`src/rtl/immgen_pipe.sv`:
```
// Two-stage RV immediate generator: stage 1 decodes the opcode into a format,
// stage 2 assembles the I/S/B/U/J immediate and extends it to XLEN.
module immgen_pipe #(
    parameter int XLEN        = 64,
    parameter int SIGN_EXT    = 1,
    parameter int BYTE_OFFSET = 1
) (
    input  logic            clk,
    input  logic            rst,
    input  logic            flush,
    input  logic            in_valid,
    output logic            in_ready,
    input  logic [31:0]     instr,
    output logic            out_valid,
    input  logic            out_ready,
    output logic [XLEN-1:0] imm,
    output logic [2:0]      fmt,
    output logic            illegal
);

    typedef enum logic [2:0] {
        FMT_NONE = 3'd0,
        FMT_I    = 3'd1,
        FMT_S    = 3'd2,
        FMT_B    = 3'd3,
        FMT_U    = 3'd4,
        FMT_J    = 3'd5
    } fmt_e;

    // Stage 1 holds instr[31:7] plus the decoded format.
    logic        r_s1_valid;
    logic [31:7] r_s1_bits;
    fmt_e        r_s1_fmt;

    // Stage 2 is the output register set.
    logic            r_s2_valid;
    logic [XLEN-1:0] r_imm;
    fmt_e            r_fmt;
    logic            r_illegal;

    logic            w_s2_load;
    logic            w_s1_open;
    fmt_e            w_dec_fmt;
    logic [XLEN-1:0] w_asm_imm;
    logic [31:7]     w_ins;
    logic [11:0]     w_i_raw;
    logic [11:0]     w_s_raw;
    logic [12:0]     w_b_raw13;
    logic [11:0]     w_b_raw12;
    logic [31:0]     w_u_raw;
    logic [20:0]     w_j_raw21;
    logic [19:0]     w_j_raw20;

    // valid/ready: a beat transfers on an edge where valid && ready. Stage 2
    // loads when it is empty or its content is being taken; stage 1 advances
    // whenever stage 2 loads, so in_ready depends only on registered state
    // and out_ready, never on in_valid. flush overrides every transfer.
    assign w_s2_load = !r_s2_valid || out_ready;
    assign w_s1_open = !r_s1_valid || w_s2_load;
    assign in_ready  = w_s1_open;

    always_comb begin
        w_dec_fmt = FMT_NONE;
        unique case (instr[6:0])
            7'b0000011, 7'b0010011, 7'b1100111: w_dec_fmt = FMT_I;
            7'b0011011: w_dec_fmt = (XLEN == 64) ? FMT_I : FMT_NONE;
            7'b0100011: w_dec_fmt = FMT_S;
            7'b1100011: w_dec_fmt = FMT_B;
            7'b0110111, 7'b0010111: w_dec_fmt = FMT_U;
            7'b1101111: w_dec_fmt = FMT_J;
            default:    w_dec_fmt = FMT_NONE;
        endcase
    end

    always_ff @(posedge clk or posedge rst) begin
        if (rst) begin
            r_s1_valid <= 1'b0;
            r_s1_bits  <= '0;
            r_s1_fmt   <= FMT_NONE;
        end else if (flush) begin
            r_s1_valid <= 1'b0;
        end else if (w_s1_open) begin
            r_s1_valid <= in_valid;
            if (in_valid) begin
                r_s1_bits <= instr[31:7];
                r_s1_fmt  <= w_dec_fmt;
            end
        end
    end

    // Field scatter uses the original instruction bit numbers.
    assign w_ins     = r_s1_bits;
    assign w_i_raw   = w_ins[31:20];
    assign w_s_raw   = {w_ins[31:25], w_ins[11:7]};
    assign w_b_raw13 = {w_ins[31], w_ins[7], w_ins[30:25], w_ins[11:8], 1'b0};
    assign w_b_raw12 = w_b_raw13[12:1];
    assign w_u_raw   = {w_ins[31:12], 12'b0};
    assign w_j_raw21 = {w_ins[31], w_ins[19:12], w_ins[20], w_ins[30:21], 1'b0};
    assign w_j_raw20 = w_j_raw21[20:1];

    always_comb begin
        w_asm_imm = '0;
        unique case (r_s1_fmt)
            FMT_I: w_asm_imm = (SIGN_EXT != 0) ? XLEN'($signed(w_i_raw)) : XLEN'(w_i_raw);
            FMT_S: w_asm_imm = (SIGN_EXT != 0) ? XLEN'($signed(w_s_raw)) : XLEN'(w_s_raw);
            FMT_B: begin
                if (BYTE_OFFSET != 0)
                    w_asm_imm = (SIGN_EXT != 0) ? XLEN'($signed(w_b_raw13)) : XLEN'(w_b_raw13);
                else
                    w_asm_imm = (SIGN_EXT != 0) ? XLEN'($signed(w_b_raw12)) : XLEN'(w_b_raw12);
            end
            // U already spans 32 bits; on RV64 it is architecturally sign-extended.
            FMT_U: w_asm_imm = XLEN'($signed(w_u_raw));
            FMT_J: begin
                if (BYTE_OFFSET != 0)
                    w_asm_imm = (SIGN_EXT != 0) ? XLEN'($signed(w_j_raw21)) : XLEN'(w_j_raw21);
                else
                    w_asm_imm = (SIGN_EXT != 0) ? XLEN'($signed(w_j_raw20)) : XLEN'(w_j_raw20);
            end
            default: w_asm_imm = '0;
        endcase
    end

    always_ff @(posedge clk or posedge rst) begin
        if (rst) begin
            r_s2_valid <= 1'b0;
            r_imm      <= '0;
            r_fmt      <= FMT_NONE;
            r_illegal  <= 1'b0;
        end else if (flush) begin
            r_s2_valid <= 1'b0;
        end else if (w_s2_load) begin
            r_s2_valid <= r_s1_valid;
            if (r_s1_valid) begin
                r_imm     <= w_asm_imm;
                r_fmt     <= r_s1_fmt;
                r_illegal <= (r_s1_fmt == FMT_NONE);
            end
        end
    end

    assign out_valid = r_s2_valid;
    assign imm       = r_imm;
    assign fmt       = r_fmt;
    assign illegal   = r_illegal;

endmodule

```
`config.mk`:
```
export PLATFORM = sky130hd
export DESIGN_NAME = immgen_pipe
export DESIGN_NICKNAME = d
export VERILOG_FILES = /design/src/rtl/immgen_pipe.sv
export SDC_FILE = /design/constraint.sdc
export NUM_CORES = 1
export LEC_CHECK = 0
export CAP_MARGIN = 30
export CORE_MARGIN = 2
export CORE_UTILIZATION = 30
export DETAILED_ROUTE_END_ITERATION = 6
export PLACE_DENSITY = 0.67
export REMOVE_ABC_BUFFERS = 1
export SLEW_MARGIN = 5
export SYNTH_ARGS = -nofsm -noshare
export SYNTH_HDL_FRONTEND = slang
export SYNTH_SLANG_ARGS = --single-unit
```
`constraint.sdc`:
```
create_clock -name clk -period 6.2 [get_ports clk]
set_input_delay 1.24 -clock clk [delete_from_list [all_inputs] [get_ports clk]]
set_output_delay 1.24 -clock clk [all_outputs]
set_load 0.02 [all_outputs]
```
==> implementation parameters <==
Parameter                              Value

Synthesis
  Top flip-flop cell by instance count after synthesis ... sky130_fd_sc_hd__dfrtp_1
  Most instantiated cells after synthesis ... sky130_fd_sc_hd__dfrtp_1 (66), sky130_fd_sc_hd__nand2_1 (33), sky130_fd_sc_hd__buf_4 (32)
  Yosys top cell area share ... approximately 55%
  Count leader, synth ... sky130_fd_sc_hd__dfrtp_1
  Portion of the post-synthesis area used by sequential elements ... about 55%
  Proportion of synthesized flip-flops having asynchronous set or reset ... between 90% and 100%
  Cell area after synthesis ... approximately 3000 sq um
  Distinct cell type count of the synthesized netlist ... 31
  Number of register bits inferred by synthesis ... 66
  Largest cells by area after synthesis ... sky130_fd_sc_hd__dfrtp_1 (55%), sky130_fd_sc_hd__mux2_2 (11%), sky130_fd_sc_hd__buf_4 (8.0%), sky130_fd_sc_hd__o21ai_0 (4.7%), sky130_fd_sc_hd__nand2_1 (4.1%)
  Mean cell area of the mapped netlist ... approximately 11 sq um
  Post-synthesis cell count ... around 270
  Synthesis warning total ... 0
  Top cell type by total area after synthesis ... sky130_fd_sc_hd__dfrtp_1
  Number of synthesized flops with an enable pin ... 0

Global routing
  Total track usage ... between 10% and 20%
  Met3 Track Usage GR ... 5.76%
  Wire length of the first global-routing pass ... roughly 11,000 um
  Gr busiest metal ... met2
  GRT overflow ... 0
  Number of antenna violations at the first check in global routing ... 0
  Largest net degree at the start of global routing ... between 60 and 70
  Global Route met1 Usage ... ~15%
  Global routing met2 resource utilization ... between 20% and 30%
  Vias in the first global route ... approximately 2,100

Critical path
  Worst Setup Path Type ... in -> out
  Critical-path maximum fanout ... 3
  Required time at the endpoint of the critical path ... 4.96 ns
  Kind of end point of the critical path ... output pin
  CP max stage delay ... ~0.63 ns
  Critical path's top delay family ... buffers and inverters
  Critical-path cell with the highest stage delay ... sky130_fd_sc_hd__clkdlybuf4s50_1
  Bufs and invs on worst path ... 2
  Critical path cell sequence ... clkdlybuf4s50_1, nand3b_1, clkdlybuf4s50_1
  Critical path startpoint category ... primary input
  Dominant cell type by count on the critical path ... sky130_fd_sc_hd__clkdlybuf4s50_1
  Data arrival time of the critical path ... around 2.6 ns

Run
  Max cap viols ... 0

Power
  Total Power ... about 0.0011 W
  Highest ir drop seen on vdd ... 0.137 mV
  Leakage power figure ... ~1.7 nW
  Power density over the cells ... between 200 and 300 nW/um^2

Die
  Vertical die dimension ... 104 um
  Die Wd ... a little over 100 um
  Die area ... between 10,000 and 15,000 sq um
  Row count ... 36
  Floorplan core area ... 9730 sq um
  I/O Pins ... 107
  Initial standard-cell utilization of the core ... 30.8%

CTS
  Clock root cell ... sky130_fd_sc_hd__clkbuf_8
  Clock tree from TritonCTS ... built
  Maximum buffer depth of the clock tree ... 2
  Number of buffers created by CTS ... 9
  Clock latency reported for the late side of the worst-skew pair ... approximately 0.33 ns
  H-tree levels ... 3
  Number of buffers added for setup after CTS ... 0
  Clock slew at the register clock pins of the worst setup and hold paths ... ~0.07 ns
  Number of clock sinks seen by CTS ... 66
  Quantity of hold-fixing buffers added after cts ... 0
  Number of cells upsized or downsized after cts ... 0

STA
  FMAX ... approximately 0.26 GHz
  RSZ-0062 raised after global routing ... no
  Number of max-slew violations in the final report ... 0
  Final setup skew ... 0.00622 ns
  Fin crit period ... 3.81 ns
  Post-Route Hold Slack ... 0.481 ns
  Worst-Margin Slew ... 0.863 ns
  Final count of negative-setup-slack endpoints ... 0
  Worst max-slew margin expressed relative to the limit ... between 40 and 50%
  Setup Total Neg Slack ... 0 ns
  Final period util ... between 60% and 70%
  Final Hold Violating Endpoints ... 0

Place
  Placed cell count ... around 460
  Routability Congestion ... just under 0.7
  Area after detailed placement ... just under 4000 sq um
  Detailed Place HPWL ... ~4400 um
  Number of port buffers ... 106

Final layout
  Filler Cell Count ... between 900 and 1,000
  Fraction of final layout cells with drive strength greater than 1 ... ~16%
  Design Area, Final ... between 4000 and 5000 sq um
  Filler-free cell count of the finished design ... ~480
  Antenna Cells ... 0
  Area growth from synthesis to layout ... 39.4%
  Nets ... between 300 and 400

Drt
  DRC Markers ... 0
  Wirelength per Cell ... approximately 14 um
  Final wirelength ... approximately 6500 um
  1st-pass router iterations ... 4
  Number of DRC markers in iteration 0 ... ~80
  Overall via count from detail_route ... 2,147
  Antenna-violating nets left ... 0
  Ratio of routed vias to standard cells ... ~4.5

Run status
  Status ... finished clean

Min path
  Class of the tightest hold or removal check ... reg -> reg
## metrics by stage
stage | worst slack (ns) | util [%]
2_1_floorplan | 0.728 | -
3_3_place_gp | 2.43 | 40.3
3_5_place_dp | 2.40 | 40.3
4_1_cts | 2.38 | 42.9
5_1_grt | 2.36 | 42.9
6_report | 2.39 | 42.9
## flip-flops by register name, indices dropped and copies added (netlist names)
register / cells
imm: 32
r_s1_bits: 25
fmt: 3
r_s1_fmt: 3
illegal: 1
out_valid: 1
r_s1_valid: 1
## worst register-to-register path: stages (launching register included)
cell,delay [ns]
sky130_fd_sc_hd__dfrtp_1,0.40
sky130_fd_sc_hd__nor2b_4,0.13
sky130_fd_sc_hd__or3b_2,0.43
sky130_fd_sc_hd__buf_4,0.33
sky130_fd_sc_hd__nor3b_4,0.44
sky130_fd_sc_hd__a22o_1,0.19
## report_power, final
group | total [W] | leakage [nW] | internal [W] | switching (W)
Clock | 0.000441 | 0.119 | 0.000279 | 0.000162
Sequential | 0.000498 | 0.858 | 0.000470 | 0.0000282
Combinational | 0.000185 | 0.716 | 0.0000995 | 0.0000857
Total | 0.00112 | 1.69 | 0.000848 | 0.000276
## layout by cell type (no fill, tap or decap), types with 2 or more instances in the layout
cell type	instances
sky130_fd_sc_hd__a21oi_1	21
sky130_fd_sc_hd__clkdlybuf4s50_1	106
sky130_fd_sc_hd__dfrtp_1	66
sky130_fd_sc_hd__mux2_2	28
sky130_fd_sc_hd__mux2_4	2
sky130_fd_sc_hd__a22o_1	6
sky130_fd_sc_hd__buf_4	3
sky130_fd_sc_hd__nand2_1	33
sky130_fd_sc_hd__nor2b_1	3
sky130_fd_sc_hd__mux2i_1	2
sky130_fd_sc_hd__nor2_1	4
sky130_fd_sc_hd__nand3b_1	3
sky130_fd_sc_hd__clkinvlp_4	2
sky130_fd_sc_hd__clkbuf_8	10
sky130_fd_sc_hd__nand3_1	3
sky130_fd_sc_hd__bufinv_16	3
sky130_fd_sc_hd__o31ai_1	2
sky130_fd_sc_hd__nand4_1	2
sky130_fd_sc_hd__o21ai_0	28
sky130_fd_sc_hd__a22oi_1	4
## kinds of logic after synthesis
group                  count (synthesis)  synth area share [%]
multiplexers                          32                  12.2
buffers and inverters                 49                  11.0
AND/OR/NAND/NOR                       57                  9.94
AO/OA/AOI/OAI                         62                  11.7
flip-flops                            66                  55.1
## final cells by class
type | instances | area (sq um) | area share, %
flip-flops and latches | 66 | 1650 | 39.6
repair buffers | 109 | 1080 | 26.0
multi-input cells | 151 | 1010 | 24.3
well taps | 133 | 166 | 3.99
clock buffers | 10 | 138 | 3.30
clock inverters | 6 | 114 | 2.73
inverters | 2 | 7.51 | 0.180
## metal layers
layer  wire length [um]  share of wire [%]  up-vias
li1                   -                  -     1032
met4                  9               0.14        0
met3                547                8.4        2
met5                  0                  0        -
met1               2890                 45     1015
met2               3040                 47       98
## worst paths after layout
path                            slack [ns]             to  depth (start not counted)       from
worst min register to register        0.48         imm[0]                          2     imm[0]
max in group asynchronous             4.19        imm[62]                          3        rst
worst max-delay path                  2.39       in_ready                          3  out_ready
worst max register to register        4.20         imm[6]                          5  out_valid
worst min-delay path                  0.48         imm[0]                          2     imm[0]
min in group asynchronous             1.47  r_s1_bits[11]                          3        rst
No activity file was read; power rests on OpenSTA's default activity.
